--- src/rtl/ray_caster.sv ---
// ray_caster: ray-casting controller for a sparse voxel grid.
//
// It accepts one ray, looks up voxel occupancy at the current position and
// forms the empty cell's AABB from the returned level. It then runs the
// external stepper to just outside that cell, and repeats until it finds a
// hit, leaves the world, or uses up MAX_STEPS stepper runs.
//
// Optional build macro: RAY_CASTER_STATS_EN enables the o_rayCount and
// o_stepCount statistics counters. When it is undefined, both outputs are
// tied to zero.
//
// Ports:
//   i_clock, i_resetN                 clock, async active-low reset
//   i_rayValid/o_rayReady, i_rayQ/V   ray input (origin, signed direction)
//   o_queryValid/i_queryReady         occupancy query, position o_queryPos
//   i_respValid/Occupied/Level        query response (one-cycle pulse)
//   o_stepStart, o_stepQ/V/L/U        stepper start and operands
//   i_stepDone/OutOfBounds/Qp         stepper status and exit position
//   o_hitValid/i_hitReady             result: o_hitPos/Status/Steps
//   o_rayCount, o_stepCount           statistics
//
// Vectors [2:0][WIDTH-1:0] hold x in index 0, y in index 1, z in index 2.
//
// state    | meaning
// IDLE     | ready for a new ray
// QUERY    | occupancy query offered at the current position
// WAITRESP | waiting for the query response
// START    | one-cycle stepper start pulse
// STEP     | waiting for the stepper to finish
// RESULT   | result offered until accepted
module ray_caster #(
  parameter int WIDTH     = 16,
  parameter int LEVEL_W   = 4,
  parameter int MAX_STEPS = 255
) (
  input  logic                  i_clock,
  input  logic                  i_resetN,
  input  logic                  i_rayValid,
  output logic                  o_rayReady,
  input  logic [2:0][WIDTH-1:0] i_rayQ,
  input  logic [2:0][WIDTH-1:0] i_rayV,
  output logic                  o_queryValid,
  input  logic                  i_queryReady,
  output logic [2:0][WIDTH-1:0] o_queryPos,
  input  logic                  i_respValid,
  input  logic                  i_respOccupied,
  input  logic [LEVEL_W-1:0]    i_respLevel,
  output logic                  o_stepStart,
  output logic [2:0][WIDTH-1:0] o_stepQ,
  output logic [2:0][WIDTH-1:0] o_stepV,
  output logic [2:0][WIDTH-1:0] o_stepL,
  output logic [2:0][WIDTH-1:0] o_stepU,
  input  logic                  i_stepDone,
  input  logic                  i_stepOutOfBounds,
  input  logic [2:0][WIDTH-1:0] i_stepQp,
  output logic                  o_hitValid,
  input  logic                  i_hitReady,
  output logic [2:0][WIDTH-1:0] o_hitPos,
  output logic [1:0]            o_hitStatus,
  output logic [7:0]            o_hitSteps,
  output logic [31:0]           o_rayCount,
  output logic [31:0]           o_stepCount
);

  typedef enum logic [2:0] {
    IDLE     = 3'd0,
    QUERY    = 3'd1,
    WAITRESP = 3'd2,
    START    = 3'd3,
    STEP     = 3'd4,
    RESULT   = 3'd5
  } state_t;

  localparam logic [1:0] ST_HIT   = 2'd0;
  localparam logic [1:0] ST_OOB   = 2'd1;
  localparam logic [1:0] ST_LIMIT = 2'd2;
  localparam logic [7:0] MAX_STEPS_8 = 8'(MAX_STEPS);

  state_t                  r_state, w_state_nxt;
  logic [2:0][WIDTH-1:0]   r_pos, r_dir;
  logic [2:0][WIDTH-1:0]   r_stepQ, r_stepV, r_stepL, r_stepU;
  logic [7:0]              r_steps;
  logic [1:0]              r_status;
  logic [WIDTH-1:0]        w_mask;
  logic [2:0][WIDTH-1:0]   w_lo, w_hi;
  logic                    w_accept, w_resp, w_step_done;
  logic                    w_at_limit;

  // The cell edge is 2^level. The level is clamped to WIDTH-1 so that the
  // mask never covers the whole coordinate range.
  always_comb begin
    w_mask = '0;
    for (int b = 0; b < WIDTH; b++) begin
      w_mask[b] = (b < WIDTH - 1) && (b < int'(i_respLevel));
    end
    w_lo = '0;
    w_hi = '0;
    for (int i = 0; i < 3; i++) begin
      w_lo[i] = r_pos[i] & ~w_mask;
      w_hi[i] = w_lo[i] | w_mask;
    end
  end

  assign w_at_limit = (r_steps == MAX_STEPS_8);

  always_ff @(posedge i_clock or negedge i_resetN) begin
    if (!i_resetN) r_state <= IDLE;
    else           r_state <= w_state_nxt;
  end

  always_comb begin
    w_state_nxt  = r_state;
    o_rayReady   = 1'b0;
    o_queryValid = 1'b0;
    o_stepStart  = 1'b0;
    o_hitValid   = 1'b0;
    w_accept     = 1'b0;
    w_resp       = 1'b0;
    w_step_done  = 1'b0;
    case (r_state)
      IDLE: begin
        o_rayReady = 1'b1;
        if (i_rayValid) begin
          w_accept    = 1'b1;
          w_state_nxt = QUERY;
        end
      end
      QUERY: begin
        o_queryValid = 1'b1;
        if (i_queryReady) w_state_nxt = WAITRESP;
      end
      WAITRESP: begin
        if (i_respValid) begin
          w_resp = 1'b1;
          if (i_respOccupied || w_at_limit) w_state_nxt = RESULT;
          else                              w_state_nxt = START;
        end
      end
      START: begin
        o_stepStart = 1'b1;
        w_state_nxt = STEP;
      end
      STEP: begin
        if (i_stepDone) begin
          w_step_done = 1'b1;
          w_state_nxt = i_stepOutOfBounds ? RESULT : QUERY;
        end
      end
      RESULT: begin
        o_hitValid = 1'b1;
        if (i_hitReady) w_state_nxt = IDLE;
      end
      default: w_state_nxt = IDLE;
    endcase
  end

  always_ff @(posedge i_clock or negedge i_resetN) begin
    if (!i_resetN) begin
      r_pos    <= '0;
      r_dir    <= '0;
      r_stepQ  <= '0;
      r_stepV  <= '0;
      r_stepL  <= '0;
      r_stepU  <= '0;
      r_steps  <= '0;
      r_status <= ST_HIT;
    end else begin
      if (w_accept) begin
        r_pos   <= i_rayQ;
        r_dir   <= i_rayV;
        r_steps <= '0;
      end
      if (w_resp) begin
        if (i_respOccupied) begin
          r_status <= ST_HIT;
        end else if (w_at_limit) begin
          r_status <= ST_LIMIT;
        end else begin
          r_stepL <= w_lo;
          r_stepU <= w_hi;
          r_stepQ <= r_pos;
          r_stepV <= r_dir;
        end
      end
      if (w_step_done) begin
        r_pos <= i_stepQp;
        if (!w_at_limit) r_steps <= r_steps + 8'd1;
        if (i_stepOutOfBounds) r_status <= ST_OOB;
      end
    end
  end

`ifdef RAY_CASTER_STATS_EN
  logic [31:0] r_ray_cnt, r_step_cnt;

  always_ff @(posedge i_clock or negedge i_resetN) begin
    if (!i_resetN) begin
      r_ray_cnt  <= '0;
      r_step_cnt <= '0;
    end else begin
      if (w_accept)    r_ray_cnt  <= r_ray_cnt + 32'd1;
      if (w_step_done) r_step_cnt <= r_step_cnt + 32'd1;
    end
  end

  assign o_rayCount  = r_ray_cnt;
  assign o_stepCount = r_step_cnt;
`else
  assign o_rayCount  = '0;
  assign o_stepCount = '0;
`endif

  assign o_queryPos  = r_pos;
  assign o_stepQ     = r_stepQ;
  assign o_stepV     = r_stepV;
  assign o_stepL     = r_stepL;
  assign o_stepU     = r_stepU;
  assign o_hitPos    = r_pos;
  assign o_hitStatus = r_status;
  assign o_hitSteps  = r_steps;

endmodule

--- config.mk ---
export PLATFORM = sky130hd
export DESIGN_NAME = ray_caster
export DESIGN_NICKNAME = d
export VERILOG_FILES = /design/src/rtl/ray_caster.sv
export SDC_FILE = /design/constraint.sdc
export NUM_CORES = 1
export LEC_CHECK = 0
export BUFFER_PORTS_ARGS = -buffer_cell sky130_fd_sc_hd__buf_2
export CAP_MARGIN = 5
export CELL_PAD_IN_SITES_DETAIL_PLACEMENT = 2
export CELL_PAD_IN_SITES_GLOBAL_PLACEMENT = 2
export CORE_ASPECT_RATIO = 1.25
export CORE_UTILIZATION = 29
export CTS_BUF_LIST = sky130_fd_sc_hd__clkbuf_8
export CTS_CLUSTER_DIAMETER = 40
export DETAILED_ROUTE_END_ITERATION = 16
export GPL_TIMING_DRIVEN = 0
export PLACE_DENSITY_LB_ADDON = 0.1
export SETUP_SLACK_MARGIN = 0.4
export SLEW_MARGIN = 30
export SYNTH_ARGS = -nofsm -noshare
export SYNTH_HDL_FRONTEND = slang
export SYNTH_SLANG_ARGS = --single-unit
export TNS_END_PERCENT = 30
--- constraint.sdc ---
create_clock -name i_clock -period 2.05 [get_ports i_clock]
set_input_delay 0.615 -clock i_clock [delete_from_list [all_inputs] [get_ports i_clock]]
set_output_delay 0.615 -clock i_clock [all_outputs]
set_load 0.05 [all_outputs]
Yosys cells after proc, flatten, opt, wreduce, memory -nomap -nowiden
Cells that the tools add are included.

$add $sub $neg: 1. Magnitude comparators: 15. Equality and inequality tests: 11. Multiplexer cells: 28. Bitwise logic cells: 9. Reductions and logical operators: 5.

Operator list (count): $mux W48 (2); $and A16 B16 Y16 (3); $or A16 B15 Y16 (3); $lt A4 B4 Y1 const A (7); $mux W8 (3); $mux W3 (7); $pmux W3 S6 (1); $lt A3 B4 Y1 const A (4); $not A15 Y16 (1); $mux W1 (10); $mux W2 (5); $ne A2 B2 Y1 const B (5); $add A8 B1 Y8 const B (1); $eq A8 B8 Y1 const B (1); $lt A1 B4 Y1 const A (2); $lt A2 B4 Y1 const A (2); $eq A3 B2 Y1 const B (2); $eq A3 B3 Y1 const B (2); $reduce_and A5 Y1 (1); $eq A3 B1 Y1 const B (1); $logic_not A3 Y1 (1); $reduce_and A3 Y1 (1); $not A1 Y1 (2); $reduce_bool A2 Y1 (1); $logic_or A1 B1 Y1 (1).

Bits in registers: 301. Output and inout bits: 366. Word-level logic and storage cells: 90.

Logic depth before layout (Yosys ltp)
Gate-level depths: netlist (run 1).

Depth after elaboration: 6. Gate-level depth with buffers: 7.

Worst setup path after synthesis (run 1)
Ideal clock, no wire load.

Kind: register -> output. Start point: register r_state[0]. End point: output o_hitValid. Arrival: 1742 ps. Data required time: 1435 ps. Setup slack: -307 ps. Stages on the path, launching flop included: 4. Cells stage by stage: dfrtp_1 buf_2 inv_1 nor3_1.

Cells in the longest elaborated chain, start to end: 2.

RTL lines: from (decl) (line 79) `state_t r_state, w_state_nxt;`; from (signal assigned) (line 108) `else r_state <= w_state_nxt;`; $eq A3 B3 Y1 (line 120) `case (r_state)`; $mux W1 (line 120); to (decl) (line 56) `output logic o_hitValid,`.

Every way passes these cells.

Final worst setup path (run 1)
Ends and elaborated chain as after synthesis.

==> results of run 1 <==
## cells in the mapped netlist (3+ instances only)
library cell,number,area [sq um]
nand2_1,479,1800
mux2_2,49,552
dfrtp_1,295,7380
a21oi_1,6,30.0
buf_1,3,11.3
and3_1,4,25.0
nand3b_1,3,22.5
nand3_1,47,235
buf_2,19,95.1
nor2_1,106,398
buf_4,147,1100
and2_1,3,18.8
clkbuf_1,22,82.6
nor3_1,6,30.0
inv_1,5,18.8
o22ai_1,48,300
mux2i_1,3,30.0
nor4_1,3,18.8
o21ai_0,51,255
## metrics by stage
stage                TNS, ns  hold slack [ns]
finish                 -2.94            0.185
global route           -8.76            0.173
CTS                    -1.34            0.137
detailed placement    -24.60            0.452
global placement    -1702.65            0.443
floorplan                  0            0.319
## path summary, 6_finish.rpt
check	start	to	slack, ns	cells after the start
worst max-delay path	r_state[0]	o_hitValid	-0.29	4
worst min-delay path	i_rayV[27]	r_dir[27]	0.19	2
worst max register to register	r_state[2]	o_hitPos[18]	-0.10	11
worst min register to register	r_dir[22]	o_stepV[22]	0.45	2
max in group asynchronous	i_resetN	o_stepQ[47]	0.51	4
min in group asynchronous	i_resetN	o_hitPos[42]	0.44	2
## critical path, cell delays in order, from the launching register on
cell	delay (ns)
dfrtp_1	0.39
buf_6	0.15
clkinvlp_4	0.17
nor3_4	0.17
buf_6	0.18
## power breakdown
part           leakage [nW]  total [mW]  switching [mW]  internal, mW
clock                 0.666        6.01            2.71          3.30
combinational          7.07        24.7            16.3          8.33
sequential             3.57        10.8            2.17          8.65
total                  11.3        41.5            21.2          20.3
## kinds of logic (layout without fill, tap and decap cells)
family | after synthesis | in the layout | share of synthesized area
simple gates | 665 | 665 | 0.209
flops | 295 | 295 | 0.579
buf+inv | 196 | 900 | 0.103
compound gates | 126 | 126 | 0.0610
mux | 53 | 53 | 0.0465
fa+ha+maj | 1 | 1 | 0.000981
other cells | 1 | 69 | 0.000294
xor+xnor | 1 | 1 | 0.000687
## state kept, by name, summed over array words and instances, names as in the netlist
signal	cells
o_hitPos	48
o_stepQ	48
o_stepL	45
o_hitStatus	2
o_stepV	48
r_dir	48
r_state	3
o_hitSteps	8
o_stepU	45
## final cells by class
type | instances | share of cell area
clock buffers | 67 | 0.0435
multi-input cells | 910 | 0.226
diodes | 5 | 0.000590
repair buffers | 606 | 0.240
plain buffers | 191 | 0.0941
well taps | 565 | 0.0333
clock inverters | 31 | 0.00950
flip-flops and latches | 295 | 0.352
inverters | 5 | 0.00106
## layer usage
layer | global-route usage | part of all wire
met1 | 0.280 | 0.36
met4 | 0.103 | 0.039
met5 | 0 | 0.00026
met3 | 0.0695 | 0.064
met2 | 0.494 | 0.54
## timing repair
| action | CTS | global route |
|---|---|---|
| pin swaps | 46 | 16 |
| resized for setup | 543 | 118 |
| setup buffers | 92 | 31 |
| gates cloned | 9 | 13 |
| endpoints found under the setup margin | 594 | 629 |
| hold endpoints to repair | 37 | 0 |
| hold buffers | 1 | 0 |
==> results by group, run 1 <==
Yosys
  • Netlist cell types: 52
  • Post-synth EDFFs: 0
  • Syn avg cell area: 9.53 sq um
  • Flops & latches, synth: 295
  • Mapped Cells: 1,338
  • Cell Area, Synth: 12,800 sq um
  • Asr flop ratio synth: 1.00
  • Synth Warn #: 0
  • Synth Flop Type: dfrtp_1
  • Post-synthesis sequential area ratio: 0.579

Power and ir drop
  • VDD IR max: 1.05 mV
  • Leakage: 11.3 nW
  • Power Density: 1960 nW/um^2
  • Overall Power: 41.5 mW

Global route
  • GRT Residual Overflow: 0
  • Initial antenna violation count: 6
  • Largest net degree at the start of global routing: 72
  • Global-route wire length before repair: 88,900 microns
  • Vias in the first global route: 14.2k
  • All-layer global routing usage: 0.265

Setup path
  • CP Max Fanout: 4
  • Worst setup EP type: output pin
  • Startpoint Class: flop
  • Critical Path RT: 1.43 ns
  • Worst endpoint data arrival time: 1.73 ns
  • WS Path Type: flop to output pin

Die
  • Die width: 190 microns
  • Core Region: 43,200 sq um
  • Std-Cell Rows: 85
  • Die H: 236 microns
  • Die area: 44,800 sq um
  • Num ports: 523
  • Initial core utilization: 0.295

Drt
  • Pre-antenna DRT Iters: 4
  • Detailed router's first-iteration violation count: 454
  • Residual DRC count: 0
  • DR vias: 12.5k
  • Avg WL per Cell: 23.3 microns
  • Final ANT Viol Nets: 0
  • Vias per inst: 4.68
  • Final WL: 62,400 microns

Clock tree
  • CTS clk-pin slew, worst paths: 0.06 ns
  • Inserted Clock Buffers: 57
  • Longest Clk Path Bufs: 3
  • Clk_lat worst skew: 0.67 ns
  • H-tree depth: 2
  • CTS tree: done
  • Num Clock Sinks: 295
  • Root Buffer: clkbuf_8

Cells and area
  • Final cell count without fillers: 2,675
  • Fillers: 4,554
  • Core Util, Final: 0.491
  • Layout net count: 2,224
  • Ratio of cells with drive above 1 in the final layout: 0.508
  • Layout area overhead: 66.2%
  • Most common cell after layout, fill and taps aside: nand2_1
  • Final Cell Area: 21,200 sq um
  • Multi-input gate area: 4790 sq um
  • FF/Latch Area: 7450 sq um
  • Most frequent cells in the layout: nand2_1, buf_2, dfrtp_1, buf_4, buf_6

Timing
  • Actual transition at the worst max-transition pin: 0.923 ns
  • Max_slew headroom: 0.378
  • Max Transition Viols Final: 0
  • Setup Viol. Count Final: 64
  • Setup WS post-layout: -0.292 ns
  • Skew final: 0.0295 ns
  • RSZ-0062 raised after global routing: yes
  • Final hold violations: 0
  • Period minus WS final: 2.34 ns
  • Final period util: 1.14
  • Fmax: 0.427 GHz

Status
  • Failing checks: negative setup slack
  • Status: complete, but fails checks

Flow run
  • Maxcap violations: 0

Placement
  • IO buf count: 456
  • Detailed Place HPWL: 41,000 microns
  • Placed cells: 2,426
  • Placed Area: 16,300 sq um
  • Pre-CTS worst setup slack: -0.544 ns
  • GPL Wtd Cong: 0.817

Hold path
  • HP Class: input port to flop
(Power assumes the default switching activity.)
==> run 2: changes to the inputs <==
--- a/config.mk
+++ b/config.mk
@@ -14,8 +14,8 @@
 export CTS_BUF_LIST = sky130_fd_sc_hd__clkbuf_8
 export CTS_CLUSTER_DIAMETER = 40
 export DETAILED_ROUTE_END_ITERATION = 16
-export GPL_TIMING_DRIVEN = 0
 export PLACE_DENSITY_LB_ADDON = 0.1
+export RECOVER_POWER = 25
 export SETUP_SLACK_MARGIN = 0.4
 export SLEW_MARGIN = 30
 export SYNTH_ARGS = -nofsm -noshare
==> results by group, run 2 (synthesis results as in run 1) <==
Flow run
  • Maxcap violations: 0

Setup path
  • Worst endpoint data arrival time: 2.74 ns
  • CP Max Fanout: 8
  • Setup slack, reg-to-reg: -0.17 ns
  • CP max stage delay: 0.43 ns
  • WP buf/inv: 6
  • Critical path's slowest cell: dfrtp_2
  • WS Path Type: flop to flop
  • Startpoint Class: flop
  • Critical Path RT: 2.57 ns
  • CP most frequent cell: buf_6
  • Worst path cell trace: buf_12, buf_6, buf_6, and4bb_4, buf_6, o211ai_4, clkbuf_16, clkbuf_16, nand2_1, nand2_1
  • Worst setup EP type: flop
  • CP delay by family, top: buffers and inverters

Status
  • Failing checks: negative setup slack
  • Status: complete, but fails checks

Timing
  • Setup Viol. Count Final: 189
  • Fmax: 0.450 GHz
  • Max Transition Viols Final: 0
  • Skew final: 0.0368 ns
  • Final hold violations: 0
  • Period minus WS final: 2.22 ns
  • RSZ-0062 raised after global routing: yes
  • Actual transition at the worst max-transition pin: 0.776 ns
  • Max_slew headroom: 0.483
  • Final period util: 1.08
  • Setup WS post-layout: -0.172 ns

Hold path
  • HP Class: input port to flop

Power and ir drop
  • Clock power frac: 0.143
  • Overall Power: 42.1 mW
  • Sw Ratio: 0.514
  • Share of power burned in registers: 0.276
  • Switching power: 21.6 mW
  • Power Density: 1980 nW/um^2
  • Internal: 20.4 mW
  • Leakage: 10.6 nW
  • VDD IR max: 0.847 mV
  • Combinational group share of total power: 0.581

Clock tree
  • CTS tree: done
  • Clk_lat worst skew: 0.66 ns
  • Num Clock Sinks: 295
  • CTS clk-pin slew, worst paths: 0.06 ns
  • Inserted Clock Buffers: 56
  • Longest Clk Path Bufs: 3
  • Root Buffer: clkbuf_8
  • H-tree depth: 2

Cells and area
  • Layout net count: 2,072
  • Ratio of cells with drive above 1 in the final layout: 0.585
  • Core Util, Final: 0.493
  • Layout area overhead: 66.8%
  • Most frequent cells in the layout: dfrtp_1, buf_6, buf_2, nand2_1, nand2_2
  • Most common cell after layout, fill and taps aside: dfrtp_1

Drt
  • Residual DRC count: 0
  • Final WL: 62,200 microns
  • Pre-antenna DRT Iters: 4
  • DR vias: 12.1k
  • Avg WL per Cell: 24.7 microns
  • Detailed router's first-iteration violation count: 398
  • Vias per inst: 4.81
  • Final ANT Viol Nets: 0

Placement
  • GPL Wtd Cong: 0.775
  • IO buf count: 458
  • Detailed Place HPWL: 35,700 microns

Die
  • Std-Cell Rows: 85
  • Initial core utilization: 0.295
  • Die area: 44,800 sq um
  • Die H: 236 microns
  • Num ports: 523
  • Die width: 190 microns
  • Core Region: 43,200 sq um

Global route
  • All-layer global routing usage: 0.231
  • GRT Residual Overflow: 0
  • Initial antenna violation count: 4
  • Largest net degree at the start of global routing: 61
  • Global-route wire length before repair: 78,700 microns
  • Vias in the first global route: 13.0k
## run 2: worst min-delay path, stage by stage
cell    delay, ns
buf_2        0.08
nor2_1       0.03
nor2_1       0.08
## run 2: cell type report
class	instances	area [sq um]
Fill cell	4443	21900
Sequential cell	295	7460
Timing Repair Buffer	646	6220
Multi-Input combinational cell	910	5740
Clock buffer	67	922
Tap cell	565	707
Clock inverter	30	211
Inverter	5	28.8
Antenna cell	1	2.50
## run 2: metal layers
| metal | global-route usage | wire length [microns] | vias up | part of all wire |
|---|---|---|---|---|
| met5 | 0 | 33 | - | 0.00053 |
| met4 | 0.0833 | 2610 | 6 | 0.042 |
| met3 | 0.0741 | 4150 | 122 | 0.067 |
| met2 | 0.397 | 32500 | 424 | 0.52 |
| met1 | 0.266 | 22900 | 6221 | 0.37 |
| li1 | - | - | 5349 | - |
## run 2: worst paths after layout
kind                               from            to  cells after the start
setup reg to reg             r_state[2]   o_stepU[20]                     10
hold / removal             i_stepQp[38]  o_hitPos[38]                      3
hold reg to reg               r_dir[27]   o_stepV[27]                      2
min in group asynchronous      i_resetN   o_stepL[40]                      2
max in group asynchronous      i_resetN    o_stepL[4]                      4
setup / recovery             r_state[2]   o_stepU[20]                     10
## run 2: through the flow
step / hold slack (ns) / setup TNS, ns / cell area [sq um] / std cells / setup WS [ns]
3_5_place_dp: 0.450 / 0 / 15400 / 2282 / 0.0852
2_1_floorplan: 0.319 / 0 / 13200 / 1401 / 0.174
3_3_place_gp: 0.442 / 0 / 15400 / 2282 / 0.100
4_1_cts: 0.139 / -0.672 / 18800 / 2454 / -0.171
6_report: 0.201 / -17.00 / 21300 / 2519 / -0.172
5_1_grt: 0.153 / -26.51 / 21300 / 2518 / -0.232
## run 2: power groups by stage
stage / Clock (mW) / Sequential, mW / Combinational (mW)
after global routing: 6.49 / 11.9 / 25.4
final: 6.02 / 11.6 / 24.4
after floorplan: 0 / 17.8 / 6.52
after detailed placement: 0 / 10.9 / 18.3
after global placement: 0 / 10.7 / 18.0
after CTS: 6.18 / 10.9 / 22.4
## run 2: what timing repair did
item / in CTS / in global routing
hold buffers: 1 / 0
endpoints found under the hold margin: 18 / 0
gates cloned: 0 / 41
gates resized for setup: 566 / 442
pin swaps: 38 / 213
setup buffers: 74 / 23
setup endpoints to repair: 581 / 592
==> run 3: changes to the inputs <==
--- a/config.mk
+++ b/config.mk
@@ -10,10 +10,11 @@
 export CELL_PAD_IN_SITES_DETAIL_PLACEMENT = 2
 export CELL_PAD_IN_SITES_GLOBAL_PLACEMENT = 2
 export CORE_ASPECT_RATIO = 1.25
-export CORE_UTILIZATION = 29
+export CORE_UTILIZATION = 31
 export CTS_BUF_LIST = sky130_fd_sc_hd__clkbuf_8
 export CTS_CLUSTER_DIAMETER = 40
 export DETAILED_ROUTE_END_ITERATION = 16
+export GPL_TIMING_DRIVEN = 0
 export PLACE_DENSITY_LB_ADDON = 0.1
 export RECOVER_POWER = 25
 export SETUP_SLACK_MARGIN = 0.4
==> constraint.sdc (replaced) <==
create_clock -name i_clock -period 2.6 [get_ports i_clock]
set_input_delay 0.78 -clock i_clock [delete_from_list [all_inputs] [get_ports i_clock]]
set_output_delay 0.78 -clock i_clock [all_outputs]
set_load 0.05 [all_outputs]
==> results by group, run 3 (synthesis results as in run 1) <==
Setup path
  • CP most frequent cell: buf_6
  • RR Startpoint: r_state[0]
  • Critical Path RT: 1.82 ns
  • CP max stage delay: 0.37 ns
  • Critical path's slowest cell: dfrtp_1
  • CP Max Fanout: 5
  • Worst endpoint data arrival time: 1.58 ns
  • WP buf/inv: 3
  • Worst path cell trace: buf_6, inv_1, nor3_2, buf_6
  • Worst setup EP type: output pin
  • Worst r2r path cells: 6
  • Worst r2r dst: o_hitPos[22]
  • Setup slack, reg-to-reg: 0.41 ns
  • Startpoint Class: flop
  • WS Path Type: flop to output pin
  • CP delay by family, top: buffers and inverters

Hold path
  • Hold Crit Depth: 3
  • HP Class: input port to flop
  • Worst hold endpoint: o_hitPos[14]
  • Hold path startpoint: i_stepQp[14]

Cells and area
  • Fillers: 4,549
  • Layout net count: 2,137
  • Final Cell Area: 17,900 sq um
  • Ratio of cells with drive above 1 in the final layout: 0.436
  • Multi-input gate area: 4320 sq um
  • Most common cell after layout, fill and taps aside: nand2_1
  • Most frequent cells in the layout: nand2_1, buf_2, dfrtp_1, buf_4, nor2_1
  • Layout area overhead: 40.7%
  • FF/Latch Area: 7440 sq um

Timing
  • Fin Hold WS: 0.405 ns
  • Max Transition Viols Final: 0
  • RSZ-0062 raised after global routing: yes
  • Actual transition at the worst max-transition pin: 1.29 ns
  • Fmax: 0.424 GHz
  • Final hold violations: 0
  • Max_slew headroom: 0.139
  • Final period util: 0.908
  • Period minus WS final: 2.36 ns
  • Skew final: 0.0271 ns
  • Setup Viol. Count Final: 0
  • Setup_tns: 0 ns

Placement
  • GPL Wtd Cong: 0.768
  • IO buf count: 456
  • Placed Area: 16,100 sq um
  • Detailed Place HPWL: 40,100 microns

Drt
  • Avg WL per Cell: 21.2 microns
  • Detailed router's first-iteration violation count: 409
  • Vias per inst: 4.69
  • Final WL: 54,700 microns
  • Residual DRC count: 0
  • Final ANT Viol Nets: 0
  • Pre-antenna DRT Iters: 4
  • DR vias: 12.1k

Clock tree
  • Num Clock Sinks: 295
  • CTS clk-pin slew, worst paths: 0.06 ns
  • Inserted Clock Buffers: 56
  • Clk_lat worst skew: 0.60 ns
  • Longest Clk Path Bufs: 3
  • Root Buffer: clkbuf_8
  • CTS tree: done
  • H-tree depth: 2

Global route
  • All-layer global routing usage: 0.258
  • Largest net degree at the start of global routing: 79
  • GRT Residual Overflow: 0
  • Global-route wire length before repair: 81,400 microns
  • Vias in the first global route: 13.3k
  • Initial antenna violation count: 12

Power and ir drop
  • Power Density: 1630 nW/um^2
  • VDD IR max: 0.731 mV
  • Share of power burned in registers: 0.281
  • Internal: 13.8 mW
  • Clock power frac: 0.164
  • Sw Ratio: 0.529
  • Leakage: 9.90 nW
  • Combinational group share of total power: 0.555
  • Switching power: 15.5 mW

Die
  • Std-Cell Rows: 82
  • Core Region: 40,300 sq um
  • Num ports: 523
  • Die area: 42,000 sq um
  • Initial core utilization: 0.316
  • Die width: 183 microns
  • Die H: 229 microns

Status
  • Status: finished, final reports clean

Flow run
  • Maxcap violations: 0
run 3: cell type report:
type	instances	share of cell area
sequential	295	0.415
multi-input combinational	910	0.241
timing repair buffer	520	0.165
buffer	191	0.0734
clock buffer	65	0.0498
tap	546	0.0381
clock inverter	37	0.0158
antenna	8	0.00112
inverter	5	0.00105
run 3: metal layers:
metal	global-route usage	part of all wire	wire, microns
met2	0.462	0.52	28400
met4	0.109	0.041	2240
met1	0.279	0.36	19700
met5	0	0.00093	51
met3	0.0763	0.078	4260
run 3: per-stage QoR:
stage | util | std cells | total power [mW] | setup WS (ns)
5_1_grt | 0.445 | 2573 | 30.7 | 0.148
6_report | 0.445 | 2577 | 29.3 | 0.240
3_5_place_dp | 0.399 | 2407 | 23.6 | -0.0416
2_1_floorplan | - | 1401 | 19.1 | 0.0778
3_3_place_gp | 0.396 | 2403 | 23.2 | -5.31
4_1_cts | 0.441 | 2553 | 29.3 | 0.196
run 3: timing repair:
item | 4_1_cts | 5_1_grt
resized for setup | 81 | 50
hold buffers | 0 | 0
buffers inserted | 44 | 16
pin swaps | 5 | 2
setup endpoints to repair | 279 | 158
gates cloned | 0 | 0
run 3: worst max path at each step:
| stage | from | endpoint | slack (ns) | depth (start not counted) |
|---|---|---|---|---|
| floorplan | r_state[0] | o_hitValid | 0.08 | 3 |
| global placement | i_resetN | r_dir[44] | -5.31 | 1 |
| detailed placement | i_stepDone | o_hitSteps[2] | -0.04 | 6 |
| CTS | r_state[0] | o_stepStart | 0.20 | 4 |
| global route | r_state[0] | o_stepStart | 0.15 | 4 |
| finish | r_state[0] | o_stepStart | 0.24 | 4 |
run 3: worst min-delay path: cells and delay by family:
| family | cells | cell delay (ns) |
|---|---|---|
| buffers and inverters | 1 | 0.08 |
| and+or+nand+nor | 2 | 0.11 |
run 3: power groups by stage:
stage,logic [mW],clock network (mW),registers [mW]
floorplan,5.07,0,14.1
global placement,14.7,0,8.46
detailed placement,15.0,0,8.57
CTS,16.1,4.96,8.25
global route,17.0,5.15,8.52
finish,16.3,4.81,8.22
